[src/rtl/inst_fetch_pkg.sv]
// rtl/inst_fetch_pkg.sv - shared state encoding and MIPS field definitions for instruction fetch
package inst_fetch_pkg;

    typedef enum logic [1:0] {
        ST_IDLE  = 2'b00,
        ST_FETCH = 2'b01,
        ST_HOLD  = 2'b10,
        ST_ERR   = 2'b11
    } fetch_state_e;

    localparam int OPC_MSB   = 31;
    localparam int OPC_LSB   = 26;
    localparam int FUNCT_MSB = 5;
    localparam int FUNCT_LSB = 0;
    localparam int IMM_MSB   = 15;
    localparam int IMM_LSB   = 0;
    localparam int JIDX_MSB  = 25;
    localparam int JIDX_LSB  = 0;

    localparam logic [5:0] OPC_RTYPE = 6'h00;
    localparam logic [5:0] OPC_J     = 6'h02;
    localparam logic [5:0] OPC_BEQ   = 6'h04;
    localparam logic [5:0] OPC_ADDIU = 6'h09;

    function automatic logic [5:0] get_opc(input logic [31:0] w);
        return w[OPC_MSB:OPC_LSB];
    endfunction

    function automatic logic [5:0] get_funct(input logic [31:0] w);
        return w[FUNCT_MSB:FUNCT_LSB];
    endfunction

    function automatic logic [31:0] word_align(input logic [31:0] a);
        return {a[31:2], 2'b00};
    endfunction

endpackage

[src/rtl/inst_fetch_npc_calc.sv]
// rtl/inst_fetch_npc_calc.sv - combinational next-PC selection (jump > taken beq > sequential)
module npc_calc
    import inst_fetch_pkg::*;
(
    input  logic [31:0]       pc_i,
    input  logic [JIDX_MSB:0] inst_i,
    input  logic              ct_branch_i,
    input  logic              ct_jump_i,
    input  logic              alu_zero_i,
    output logic [31:0]       npc_o
);

    logic [31:0] seq;
    logic [31:0] jump_tgt;
    logic [31:0] br_off;
    logic [31:0] br_tgt;
    logic [15:0] imm;
    logic [25:0] jidx;

    assign imm  = inst_i[IMM_MSB:IMM_LSB];
    assign jidx = inst_i[JIDX_MSB:JIDX_LSB];

    // Both targets are relative to the delay-slot-free sequential address.
    assign seq      = pc_i + 32'd4;
    assign jump_tgt = {seq[31:28], jidx, 2'b00};
    assign br_off   = {{14{imm[15]}}, imm, 2'b00};
    assign br_tgt   = seq + br_off;

    always_comb begin
        npc_o = seq;
        if (ct_jump_i) begin
            npc_o = jump_tgt;
        end else if (ct_branch_i && alu_zero_i) begin
            npc_o = br_tgt;
        end
    end

endmodule

[src/rtl/inst_fetch.sv]
// rtl/inst_fetch.sv - single-issue instruction fetch unit: PC, imem handshake, decode presentation
module inst_fetch
    import inst_fetch_pkg::*;
#(
    parameter logic [31:0] RESET_PC = 32'h0000_0000,
    parameter int unsigned MAX_WAIT = 255
) (
    input  logic        clk,
    input  logic        rst,
    output logic        imem_req,
    output logic [31:0] imem_addr,
    input  logic [31:0] imem_rdata,
    input  logic        imem_ready,
    output logic        inst_valid,
    output logic [31:0] inst,
    output logic [5:0]  ct_inst,
    output logic [5:0]  aluct_inst,
    output logic [31:0] pc,
    input  logic        ex_done,
    input  logic        ct_branch,
    input  logic        ct_jump,
    input  logic        alu_zero,
    output logic        fetch_err
);

    localparam int               CNT_W      = $clog2(MAX_WAIT + 1);
    localparam logic [CNT_W-1:0] CNT_LAST   = CNT_W'(MAX_WAIT - 1);
    localparam logic [31:0]      PC_INITIAL = word_align(RESET_PC);

    fetch_state_e     state_q, state_d;
    logic [31:0]      pc_q, pc_d;
    logic [31:0]      inst_q, inst_d;
    logic [CNT_W-1:0] cnt_q, cnt_d;
    logic [31:0]      npc;

    npc_calc u_npc_calc (
        .pc_i        (pc_q),
        .inst_i      (inst_q[JIDX_MSB:0]),
        .ct_branch_i (ct_branch),
        .ct_jump_i   (ct_jump),
        .alu_zero_i  (alu_zero),
        .npc_o       (npc)
    );

    always_ff @(posedge clk or negedge rst) begin
        if (!rst) begin
            state_q <= ST_IDLE;
            pc_q    <= PC_INITIAL;
            inst_q  <= '0;
            cnt_q   <= '0;
        end else begin
            state_q <= state_d;
            pc_q    <= pc_d;
            inst_q  <= inst_d;
            cnt_q   <= cnt_d;
        end
    end

    always_comb begin
        state_d = state_q;
        pc_d    = pc_q;
        inst_d  = inst_q;
        cnt_d   = cnt_q;
        unique case (state_q)
            ST_IDLE: begin
                state_d = ST_FETCH;
            end
            ST_FETCH: begin
                // A ready arriving in the last allowed cycle still completes the fetch.
                if (imem_ready) begin
                    inst_d  = imem_rdata;
                    cnt_d   = '0;
                    state_d = ST_HOLD;
                end else if (cnt_q == CNT_LAST) begin
                    state_d = ST_ERR;
                end else begin
                    cnt_d = cnt_q + CNT_W'(1);
                end
            end
            ST_HOLD: begin
                if (ex_done) begin
                    pc_d    = word_align(npc);
                    state_d = ST_FETCH;
                end
            end
            ST_ERR: begin
                state_d = ST_ERR;
            end
            default: begin
                state_d = ST_IDLE;
            end
        endcase
    end

    // Outputs decode straight from registered state so reset removes them asynchronously.
    assign imem_req   = (state_q == ST_FETCH);
    assign imem_addr  = pc_q;
    assign inst_valid = (state_q == ST_HOLD);
    assign fetch_err  = (state_q == ST_ERR);
    assign inst       = inst_q;
    assign ct_inst    = get_opc(inst_q);
    assign aluct_inst = get_funct(inst_q);
    assign pc         = pc_q;

endmodule
[config.mk]
export PLATFORM = sky130hd
export DESIGN_NAME = inst_fetch
export DESIGN_NICKNAME = d
export VERILOG_FILES = /design/src/rtl/inst_fetch_pkg.sv /design/src/rtl/inst_fetch_npc_calc.sv /design/src/rtl/inst_fetch.sv
export SDC_FILE = /design/constraint.sdc
export NUM_CORES = 1
export LEC_CHECK = 0
export CAP_MARGIN = 10
export CORE_MARGIN = 3
export CORE_UTILIZATION = 35
export DETAILED_ROUTE_END_ITERATION = 10
export GPL_TIMING_DRIVEN = 0
export REMOVE_ABC_BUFFERS = 1
export SYNTH_ARGS = -nofsm -noshare
export SYNTH_HDL_FRONTEND = slang
export SYNTH_SLANG_ARGS = --single-unit
[constraint.sdc]
create_clock -name clk -period 3.75 [get_ports clk]
set_input_delay 0.75 -clock clk [delete_from_list [all_inputs] [get_ports clk]]
set_output_delay 0.75 -clock clk [all_outputs]
set_load 0.02 [all_outputs]
# After elaboration in Yosys (flattened, before gate mapping)
# Cells that the tools add are included.
# totals
regBits,72
out_inout_bits,111
word_cells,28
# op_classes
n_addsub,3
n_eq_ne,7
n_mux,8
n_reduce_logical,6
# ops
operator,count
$mux W32,2
$add A32 B3 Y32 const B,1
$add A32 B32 Y32,1
$mux W8,2
$add A8 B1 Y8 const B,1
$eq A8 B8 Y1 const B,1
$pmux W2 S4,1
$reduce_and A2 Y1,4
$mux W2,3
$eq A2 B2 Y1 const B,2
$ne A3 B1 Y1 const B,1
$eq A2 B1 Y1 const B,1
$logic_not A2 Y1,1
$ne A2 B1 Y1 const B,1
$ne A2 B2 Y1 const B,1
$logic_and A1 B1 Y1,1

# Longest topological paths before layout
# Gate-level depths: netlist of the first run.
# depth
ltp_word,4
ltp_mapped,18
ltp_nobuf,16

# By module
# Synthesis of the first run repeated with hierarchy kept, for this count alone.
# unflattened
hier_cells,675
area_unflattened_um2,6170.9
# by_module_without_submodules
module,n_inst,cells_per_inst,area_per_inst_um2
inst_fetch,1,242,3269.4
npc_calc,1,433,2901.5

# Worst setup path after synthesis of the first run
# OpenSTA, ideal clock, no wires.
# synth_path
kind,register to register
startpoint,"reg pc_q[4], in the netlist imem_addr[4]"
endpoint,"reg pc_q[31], in the netlist imem_addr[31]"
arrival_time_ns,3.925
t_required_ns,3.681
slack_ns,-0.244
stages_incl_launch_ff,17
path_buffers,1
period_less_slack_ns,3.994
cell_sequence,dfrtp_1 -> and4_1 -> and3_1 -> buf_2 -> and2_1 -> nand4_1 -> xnor2_1 -> ha_1 -> a21o_1 -> a31o_1 -> a221oi_2 -> o41ai_2 -> a41o_1 -> o31ai_4 -> nor4b_1 -> or4b_1 -> nand3_1
# synth_via
elab_chain_cells,4
# synth_lines
item,line,rtl
"start, declared",inst_fetch.sv:31,"logic [31:0] pc_q, pc_d;"
"start signal, assigned",inst_fetch.sv:53,pc_q <= pc_d;
$add A32 B3 Y32 (*),inst_fetch_npc_calc.sv:24,assign seq = pc_i + 32'd4;
$add A32 B32 Y32,inst_fetch_npc_calc.sv:27,assign br_tgt = seq + br_off;
$mux W32,inst_fetch_npc_calc.sv:33,end else if (ct_branch_i && alu_zero_i) begin
$mux W32 (*),inst_fetch_npc_calc.sv:31,if (ct_jump_i) begin
# Mark *: on every way between the ends. The rest lies on a longest branch, timed or not.
# A chain may end at the register's enable or synchronous reset.

# Worst setup path after layout of the first run
# Ends and elaborated chain as after synthesis.

==> results of run 1 <==
-- stage by stage --
step                utilization [%]  instance area [µm²]  setup WS (ns)
floorplan                         -                 5483        -0.3664
global placement              43.47                 7209        -0.7854
detailed placement            43.61                 7232        -0.8842
CTS                           47.40                 7861       -0.06768
global route                  48.03                 7965        -0.2878
finish                        48.03                 7965        -0.1307
-- sequential cells by signal, indices dropped and copies added (netlist names) --
name       cells
inst          32
cnt_q          8
state_q        2
imem_addr     30
-- synthesized netlist by cell type, types with 4 or more instances --
cell type and instances:
nand2_1 77, dfrtp_1 72, o21ai_0 65, a21oi_1 51, buf_4 46, nor2_1 42
ha_1 39, xnor2_1 33, mux2_2 32, clkbuf_1 24, nand3_1 22, xor2_1 18
a21o_1 17, nand4_1 16, inv_1 15, a211oi_1 10, and3_1 10, o211ai_1 10
nor3_1 9, a31oi_1 6, nor2b_1 5, o21a_1 5, o22ai_1 5, and2_1 4
nor4_1 4, o31ai_1 4
-- what timing repair did --
item,4_1_cts,5_1_grt
hold buffers,0,0
gates resized for setup,45,19
pin swaps,18,7
buffers inserted,27,5
endpoints found under the setup margin,15,11
-- layer usage --
layer / vias to the layer above / track usage (%) / routed length [µm] / part of all wire (%)
met5: - / 0 / 0 / 0
met4: 0 / 7.391 / 381 / 2.1
met3: 33 / 3.183 / 789 / 4.4
met2: 171 / 33.13 / 8827 / 49
met1: 2816 / 24.48 / 7947 / 44
li1: 2720 / - / - / -
-- where the power goes --
part / leakage [nW] / switching [W] / internal, W
clock: 0.134 / 0.000342 / 0.000461
sequential: 0.864 / 0.000519 / 0.00112
combinational: 2.37 / 0.00306 / 0.00256
total: 3.36 / 0.00392 / 0.00414
-- final timing paths --
kind	to	slack, ns	depth (start not counted)
max	imem_addr[31]$_DFFE_PN0P_	-0.13	15
min	imem_addr[7]$_DFFE_PN0P_	0.37	1
max reg2reg	imem_addr[31]$_DFFE_PN0P_	-0.13	15
min reg2reg	cnt_q[7]$_DFFE_PN0P_	0.49	1
max in group asynchronous	imem_addr[3]$_DFFE_PN0P_	2.79	2
min in group clk	cnt_q[7]$_DFFE_PN0P_	0.49	1
-- final cells by class --
class / count / area (µm²) / area share (%)
Multi-Input combinational cell: 539 / 3827 / 48.05
Sequential cell: 72 / 1818 / 22.82
Inverter: 16 / 61.31 / 0.7697
Timing Repair Buffer: 178 / 1709 / 21.46
Tap cell: 220 / 275.3 / 3.456
Clock inverter: 6 / 35.03 / 0.4398
Clock buffer: 10 / 239.0 / 3.000
-- cells by family after synthesis --
group                    count (synthesis)  share of synthesized area [%]
buffers and inverters                   91                          9.024
other                                    1                        0.06304
flip-flops                              72                          30.29
adder cells (fa/ha/maj)                 40                          8.540
XOR/XNOR                                51                          7.509
AO/OA/AOI/OAI                          203                          21.52
AND/OR/NAND/NOR                        207                          16.66
multiplexers                            34                          6.395
==> impl_metrics.json, run 1 <==
{
  "status": "complete, but fails checks",
  "violations": "setup timing",
  "grt_max_degree": 50,
  "htree_num_levels": 3,
  "wl_per_cell_um": 17.24,
  "track_usage_pct": 19.38,
  "num-nets-final": 895,
  "finalPower_w": 0.008062,
  "fmax_mhz": 257.7,
  "antenna_found_initial": 0,
  "finalCritPeriodShare_pct": 103.5,
  "fp-row-count": 47,
  "syn2layout_area_growth_pct": 33.91,
  "dieArea_um2": 18600,
  "syn-mean-instance-area_um2": 8.510,
  "crit_buf_inv": 1,
  "dp.cells": 993,
  "clock-sinks": 72,
  "critPathMaxFanout": 4,
  "slew_headroom_pct": 22.42,
  "synth_area_um2": 5948,
  "cts_inserted_buffers": 9,
  "clk_pin_slew_ns": 0.06,
  "drive_gt1_share_pct": 16.93,
  "syn_inst": 699,
  "gr-total-overflow": 0,
  "numPortBuffers": 145,
  "ant_nets": 0,
  "n_fill_cell": 1574,
  "required_ns": 4.02,
  "cp_top_family": "simple AND/OR/NAND/NOR gates",
  "ys_ff_latch": 72,
  "die_y_um": 136.4,
  "initial_core_util_pct": 35.87,
  "synth_ff_type": "dfrtp_1",
  "skew_ns": 0.008929,
  "rsz0062_at_grt": "yes",
  "min_path_type": "input pin to async pin",
  "final_cell_mix": "clkdlybuf4s50_1, nand2_1, o21ai_0, dfrtp_1, a21oi_1",
  "synth.area.top_cells": "dfrtp_1, ha_1, mux2_2, buf_4, o21ai_0",
  "drt_iter0_drc": 281,
  "setup_viol": 1,
  "async_reset_ff_share_pct": 100.0,
  "critical_path.cell_chain": "and4_4, and3_4, and2_4, nand4_1, xnor2_2, ha_4, buf_4, a31o_1, a221oi_2, o41ai_4, a41o_2, o31ai_4, nor3_1, or4b_1, nand3_1",
  "fp.dieW_um": 136.4,
  "timing.rr.start": "imem_addr[4]$_DFFE_PN0P_",
  "layout_commonest_cell": "clkdlybuf4s50_1",
  "cp-start-kind": "flip-flop",
  "cts_tree": "done",
  "fin_cells": 1041,
  "ys_types": 66,
  "core-area_um2": 16580,
  "vias_per_cell": 5.514,
  "tightestPinTransition_ns": 1.161,
  "globalplace.congestion": 0.8415,
  "grt_pass1_wl_um": 28910,
  "period_needed_ns": 3.881,
  "clk_latency_ns": 0.34,
  "hold_slack_ns": 0.3731,
  "critical_path_arrival_ns": 4.15,
  "dp_hpwl_um": 12810,
  "vdd_drop_max_v": 0.0004539,
  "fin_ws_ns": -0.1307,
  "yosysTopAreaCell": "dfrtp_1",
  "ios": 150,
  "drv_cap": 0,
  "yosysWarnings": 0,
  "grt_pass1_vias": 5826,
  "slowest_delay_ns": 0.53,
  "n_antenna_cell": 0,
  "synth_edf_count": 0,
  "leakagePower_nw": 3.363,
  "slew_violations": 0,
  "vias": 5740,
  "synth_top_cell_area_share_pct": 30.29,
  "cts_root_buf": "clkbuf_16",
  "drc": 0,
  "tns_ns": -0.1307,
  "p_per_area_nw_per_um2": 1012,
  "firstDrtPassIters": 4,
  "cts_buffer_depth": 2,
  "cp_slowest_cell": "or4b_1",
  "end_kind": "flip-flop",
  "wirelength_um": 17950,
  "crit_type": "flip-flop to flip-flop",
  "hold_viol": 0,
  "yosysSeqAreaShare_pct": 30.29,
  "crit_start": "imem_addr[4]$_DFFE_PN0P_"
}
(Power assumes the default switching activity.)
==> inputs of run 2 (changes only) <==
--- a/config.mk
+++ b/config.mk
@@ -6,10 +6,12 @@
 export NUM_CORES = 1
 export LEC_CHECK = 0
 export CAP_MARGIN = 10
+export CORE_ASPECT_RATIO = 2
 export CORE_MARGIN = 3
-export CORE_UTILIZATION = 35
+export CORE_UTILIZATION = 46
 export DETAILED_ROUTE_END_ITERATION = 10
 export GPL_TIMING_DRIVEN = 0
+export PLACE_DENSITY = 0.79
 export REMOVE_ABC_BUFFERS = 1
 export SYNTH_ARGS = -nofsm -noshare
 export SYNTH_HDL_FRONTEND = slang
==> impl_metrics.json, run 2 (synthesized netlist as in run 1, its figures left out) <==
{
  "ctsHoldBuffers": 0,
  "syn2layout_area_growth_pct": 33.05,
  "die_y_um": 166.8,
  "fp.dieW_um": 86.41,
  "fin_ws_ns": -0.1546,
  "status": "complete, but fails checks",
  "skew_ns": 0.008967,
  "drc": 0,
  "r2r_cells": 15,
  "slew_violations": 0,
  "ant_nets": 0,
  "fin_cells": 974,
  "gr-total-overflow": 0,
  "drive_gt1_share_pct": 16.87,
  "leakagePower_nw": 3.372,
  "n_antenna_cell": 0,
  "cts_tree": "done",
  "min_path_type": "input pin to async pin",
  "violations": "setup timing",
  "fp-row-count": 58,
  "cp-start-kind": "flip-flop",
  "vias": 5922,
  "clock-sinks": 72,
  "dieArea_um2": 14410,
  "drt_iter0_drc": 347,
  "grt_pass1_wl_um": 29850,
  "vias_per_cell": 6.080,
  "grt_pass1_vias": 6039,
  "end_kind": "flip-flop",
  "critical_path.cell_chain": "and4_4, and3_4, and2_4, nand4_1, xnor2_2, ha_4, buf_4, a31o_1, a221oi_2, o41ai_4, a41o_1, o31ai_4, nor3_1, or4b_1, nand3_1",
  "cts_root_buf": "clkbuf_16",
  "critPathMaxFanout": 6,
  "wirelength_um": 19480,
  "initial_core_util_pct": 47.11,
  "slew_headroom_pct": 23.71,
  "clk_latency_ns": 0.35,
  "antenna_found_initial": 0,
  "reg2reg_slack_ns": -0.15,
  "p_per_area_nw_per_um2": 1036,
  "largest_reg_flops": 32,
  "dp_slack_ns": -0.7321,
  "period_needed_ns": 3.905,
  "final_cell_mix": "clkdlybuf4s50_1, nand2_1, o21ai_0, dfrtp_1, a21oi_1",
  "drv_cap": 0,
  "wl_per_cell_um": 20.00,
  "required_ns": 4.03,
  "cp_slowest_cell": "or4b_1",
  "finalCritPeriodShare_pct": 104.1,
  "numPortBuffers": 145,
  "dp.cells": 923,
  "hold_viol": 0,
  "tns_ns": -0.1573,
  "rsz0062_at_grt": "yes",
  "critical_path_arrival_ns": 4.19,
  "firstDrtPassIters": 5,
  "finalPower_w": 0.008197,
  "cts_buffer_depth": 2,
  "n_fill_cell": 1064,
  "dp_hpwl_um": 13600,
  "multi_input_area_um2": 3829,
  "fmax_mhz": 256.1,
  "crit_type": "flip-flop to flip-flop",
  "tightestPinTransition_ns": 1.142,
  "num-nets-final": 899,
  "setup_viol": 2,
  "cts_inserted_buffers": 9,
  "globalplace.congestion": 0.9661,
  "slowest_delay_ns": 0.53,
  "vdd_drop_max_v": 0.0006446,
  "clk_pin_slew_ns": 0.06,
  "grt_max_degree": 63,
  "track_usage_pct": 26.16,
  "layout_commonest_cell": "clkdlybuf4s50_1",
  "regArea_um2": 1815,
  "htree_num_levels": 3,
  "core-area_um2": 12630,
  "ios": 150
}
run 2: cell types whose count changed in the layout (fill, tap and decap cells not counted), moves of 2 or more:
cell	previous run	this run
dfrtp_2	13	11
buf_4	33	37
clkinv_2	5	1
nand2_1	73	71
nand2_2	4	6
dfrtp_1	59	61
run 2: path summary, 6_finish.rpt:
path                                           from                   endpoint
setup / recovery           imem_addr[6]$_DFFE_PN0P_  imem_addr[31]$_DFFE_PN0P_
hold / removal                                  rst       inst[30]$_DFFE_PN0P_
hold reg to reg                cnt_q[7]$_DFFE_PN0P_       cnt_q[7]$_DFFE_PN0P_
setup reg to reg           imem_addr[6]$_DFFE_PN0P_  imem_addr[31]$_DFFE_PN0P_
max in group asynchronous                       rst  imem_addr[13]$_DFFE_PN0P_
min in group clk               cnt_q[7]$_DFFE_PN0P_       cnt_q[7]$_DFFE_PN0P_
run 2: worst max-delay path, delay by kind of cell, from the launching register on:
kind	cells	cell delay, ns
simple gates	7	1.46
compound gates	5	1.31
flops	1	0.37
xor+xnor	1	0.28
fa+ha+maj	1	0.24
buf+inv	1	0.16
run 2: timing repair:
| action | CTS | global route |
|---|---|---|
| endpoints found under the setup margin | 13 | 12 |
| buffers inserted | 31 | 6 |
| pin swaps | 18 | 9 |
| resized for setup | 41 | 19 |
run 2: cell type report:
type / instances / area share, %
sequential: 72 / 22.94
multi-input combinational: 539 / 48.38
timing repair buffer: 182 / 22.07
clock inverter: 4 / 0.3953
tap: 150 / 2.372
clock buffer: 11 / 3.067
inverter: 16 / 0.7747
run 2: power by group:
part	internal, W	leakage (nW)	switching (W)
Sequential	0.00112	0.866	0.000510
Clock	0.000463	0.124	0.000350
Combinational	0.00257	2.38	0.00318
Total	0.00416	3.37	0.00404
run 2: stage by stage:
step | hold WS [ns] | instance area (µm²) | utilization, %
after floorplan | 0.4453 | 5483 | -
after global placement | 0.4634 | 7122 | 56.40
after detailed placement | 0.4906 | 7152 | 56.64
after CTS | 0.2462 | 7795 | 61.73
after global routing | 0.2470 | 7914 | 62.67
final | 0.2419 | 7914 | 62.67
run 2: layer usage:
| layer | track usage [%] | vias up | wire (µm) | part of all wire [%] |
|---|---|---|---|---|
| met5 | 0 | - | 0 | 0 |
| met4 | 17.57 | 0 | 1303 | 6.7 |
| met3 | 3.317 | 99 | 1013 | 5.2 |
| met2 | 48.10 | 280 | 10640 | 55 |
| met1 | 26.23 | 2829 | 6531 | 34 |
| li1 | - | 2714 | - | - |
==> inputs of run 3 (changes only) <==
--- a/config.mk
+++ b/config.mk
@@ -7,7 +7,6 @@
 export LEC_CHECK = 0
 export CAP_MARGIN = 10
 export CORE_ASPECT_RATIO = 2
-export CORE_MARGIN = 3
 export CORE_UTILIZATION = 46
 export DETAILED_ROUTE_END_ITERATION = 10
 export GPL_TIMING_DRIVEN = 0
==> impl_metrics.json, run 3 (synthesized netlist as in run 1, its figures left out) <==
{
  "status": "complete, but fails checks",
  "violations": "setup timing",
  "critical_path_arrival_ns": 4.22,
  "finalCritPeriodShare_pct": 105.4,
  "slew_violations": 0,
  "slowest_delay_ns": 0.54,
  "finalPower_w": 0.008183,
  "p_clk_share_pct": 10.7,
  "cp_slowest_cell": "or4b_1",
  "crit_type": "flip-flop to flip-flop",
  "largest_reg_flops": 32,
  "seqPwrFrac_pct": 20.4,
  "n_antenna_cell": 0,
  "drt_iter0_drc": 323,
  "firstDrtPassIters": 5,
  "slew_headroom_pct": 22.43,
  "fin_ws_ns": -0.2021,
  "ctsHoldBuffers": 0,
  "drc": 0,
  "dp_slack_ns": -0.7297,
  "crit_buf_inv": 0,
  "dp_hpwl_um": 13410,
  "fp-row-count": 58,
  "cp_top_family": "simple AND/OR/NAND/NOR gates",
  "drive_gt1_share_pct": 15.32,
  "p_comb_share_pct": 68.9,
  "drv_cap": 0,
  "globalplace.congestion": 0.9350,
  "ios": 150,
  "initial_core_util_pct": 47.38,
  "n_fill_cell": 1042,
  "track_usage_pct": 28.81,
  "die_y_um": 162.8,
  "final_core_util_pct": 62.51,
  "wl_per_cell_um": 19.61,
  "rsz0062_at_grt": "yes",
  "cp-start-kind": "flip-flop",
  "grt_pass1_vias": 5921,
  "vdd_drop_max_v": 0.0005934,
  "cts_buffer_depth": 2,
  "fmax_mhz": 253.0,
  "cts_root_buf": "clkbuf_16",
  "final_cell_mix": "clkdlybuf4s50_1, nand2_1, o21ai_0, dfrtp_1, a21oi_1",
  "grt_max_degree": 64,
  "vias": 5945,
  "leakagePower_nw": 3.337,
  "cts_tree": "done",
  "critical_path.cell_chain": "and4_4, and3_4, and2_4, nand4_1, xnor2_2, ha_4, a21o_1, a31o_1, a221oi_2, o41ai_4, a41o_1, o31ai_4, nor3_1, or4b_1, nand3_1",
  "end_kind": "flip-flop",
  "period_needed_ns": 3.952,
  "gr-total-overflow": 0,
  "num-nets-final": 890,
  "core-area_um2": 12550,
  "critPathMaxFanout": 4,
  "clk_pin_slew_ns": 0.06,
  "vias_per_cell": 6.154,
  "syn2layout_area_growth_pct": 31.93,
  "skew_ns": 0.007845,
  "swShare_pct": 48.86,
  "clk_latency_ns": 0.34,
  "wirelength_um": 18950,
  "fp.dieW_um": 82.41,
  "required_ns": 4.02,
  "p_per_area_nw_per_um2": 1043,
  "setup_viol": 3,
  "dieArea_um2": 13420,
  "layout_commonest_cell": "clkdlybuf4s50_1",
  "htree_num_levels": 3,
  "cts_inserted_buffers": 9,
  "min_path_type": "input pin to async pin",
  "ant_nets": 0,
  "p_int_w": 0.004185,
  "tightestPinTransition_ns": 1.159,
  "grt_pass1_wl_um": 28970,
  "antenna_found_initial": 0,
  "hold_viol": 0,
  "clock-sinks": 72,
  "numPortBuffers": 145,
  "p_sw_w": 0.003998
}
-- run 3: cell count changes in the layout (fill, tap and decap cells not counted), sizes merged --
cell	previous run	this run
buf	38	29
clkinvlp	3	0
bufinv	0	1
clkbuf	11	12
clkinv	2	3
inv	15	16
-- run 3: stage by stage --
step / std cells / TNS [ns] / cell area, µm² / hold WS, ns
2_1_floorplan: 627 / -0.4722 / 5483 / 0.4453
3_3_place_gp: 922 / -44.90 / 7122 / 0.4638
3_5_place_dp: 923 / -4.275 / 7152 / 0.4938
4_1_cts: 957 / -0.05876 / 7719 / 0.2426
5_1_grt: 966 / -0.9346 / 7848 / 0.2486
6_report: 966 / -0.3026 / 7848 / 0.2428
-- run 3: worst paths after layout --
kind | endpoint | startpoint | cells past startpoint | slack, ns
setup / recovery | imem_addr[31]$_DFFE_PN0P_ | imem_addr[5]$_DFFE_PN0P_ | 15 | -0.20
hold / removal | inst[26]$_DFFE_PN0P_ | rst | 1 | 0.24
min in group clk | cnt_q[4]$_DFFE_PN0P_ | cnt_q[4]$_DFFE_PN0P_ | 1 | 0.51
setup reg to reg | imem_addr[31]$_DFFE_PN0P_ | imem_addr[5]$_DFFE_PN0P_ | 15 | -0.20
hold reg to reg | cnt_q[4]$_DFFE_PN0P_ | cnt_q[4]$_DFFE_PN0P_ | 1 | 0.51
max in group asynchronous | imem_addr[13]$_DFFE_PN0P_ | rst | 2 | 2.92
-- run 3: area by class of cell --
cell class / count / area (µm²) / area share [%]
Clock buffer: 12 / 246.5 / 3.141
Clock inverter: 4 / 52.55 / 0.6696
Inverter: 16 / 61.31 / 0.7812
Multi-Input combinational cell: 539 / 3804 / 48.47
Sequential cell: 72 / 1817 / 23.15
Tap cell: 150 / 187.7 / 2.392
Timing Repair Buffer: 173 / 1679 / 21.40
-- run 3: repair_timing --
action,in CTS,in global routing
hold endpoints to repair,0,0
setup buffers,18,9
endpoints found under the setup margin,13,13
pin swaps,16,5
gates resized for setup,39,14
-- run 3: per-layer routing --
layer / vias up / global-route usage (%) / routed length (µm)
met4: 0 / 20.18 / 1139
met3: 85 / 3.417 / 829
met1: 2896 / 30.11 / 6706
met2: 253 / 51.13 / 10270
li1: 2711 / - / -
met5: - / 0 / 0
-- run 3: power by group through the flow --
stage | sequential (W) | clock (W) | combinational, W
detailed placement | 0.00169 | 0 | 0.00511
finish | 0.00167 | 0.000879 | 0.00564
global placement | 0.00166 | 0 | 0.00499
CTS | 0.00165 | 0.000884 | 0.00540
global route | 0.00171 | 0.000921 | 0.00600
floorplan | 0.00218 | 0 | 0.00268
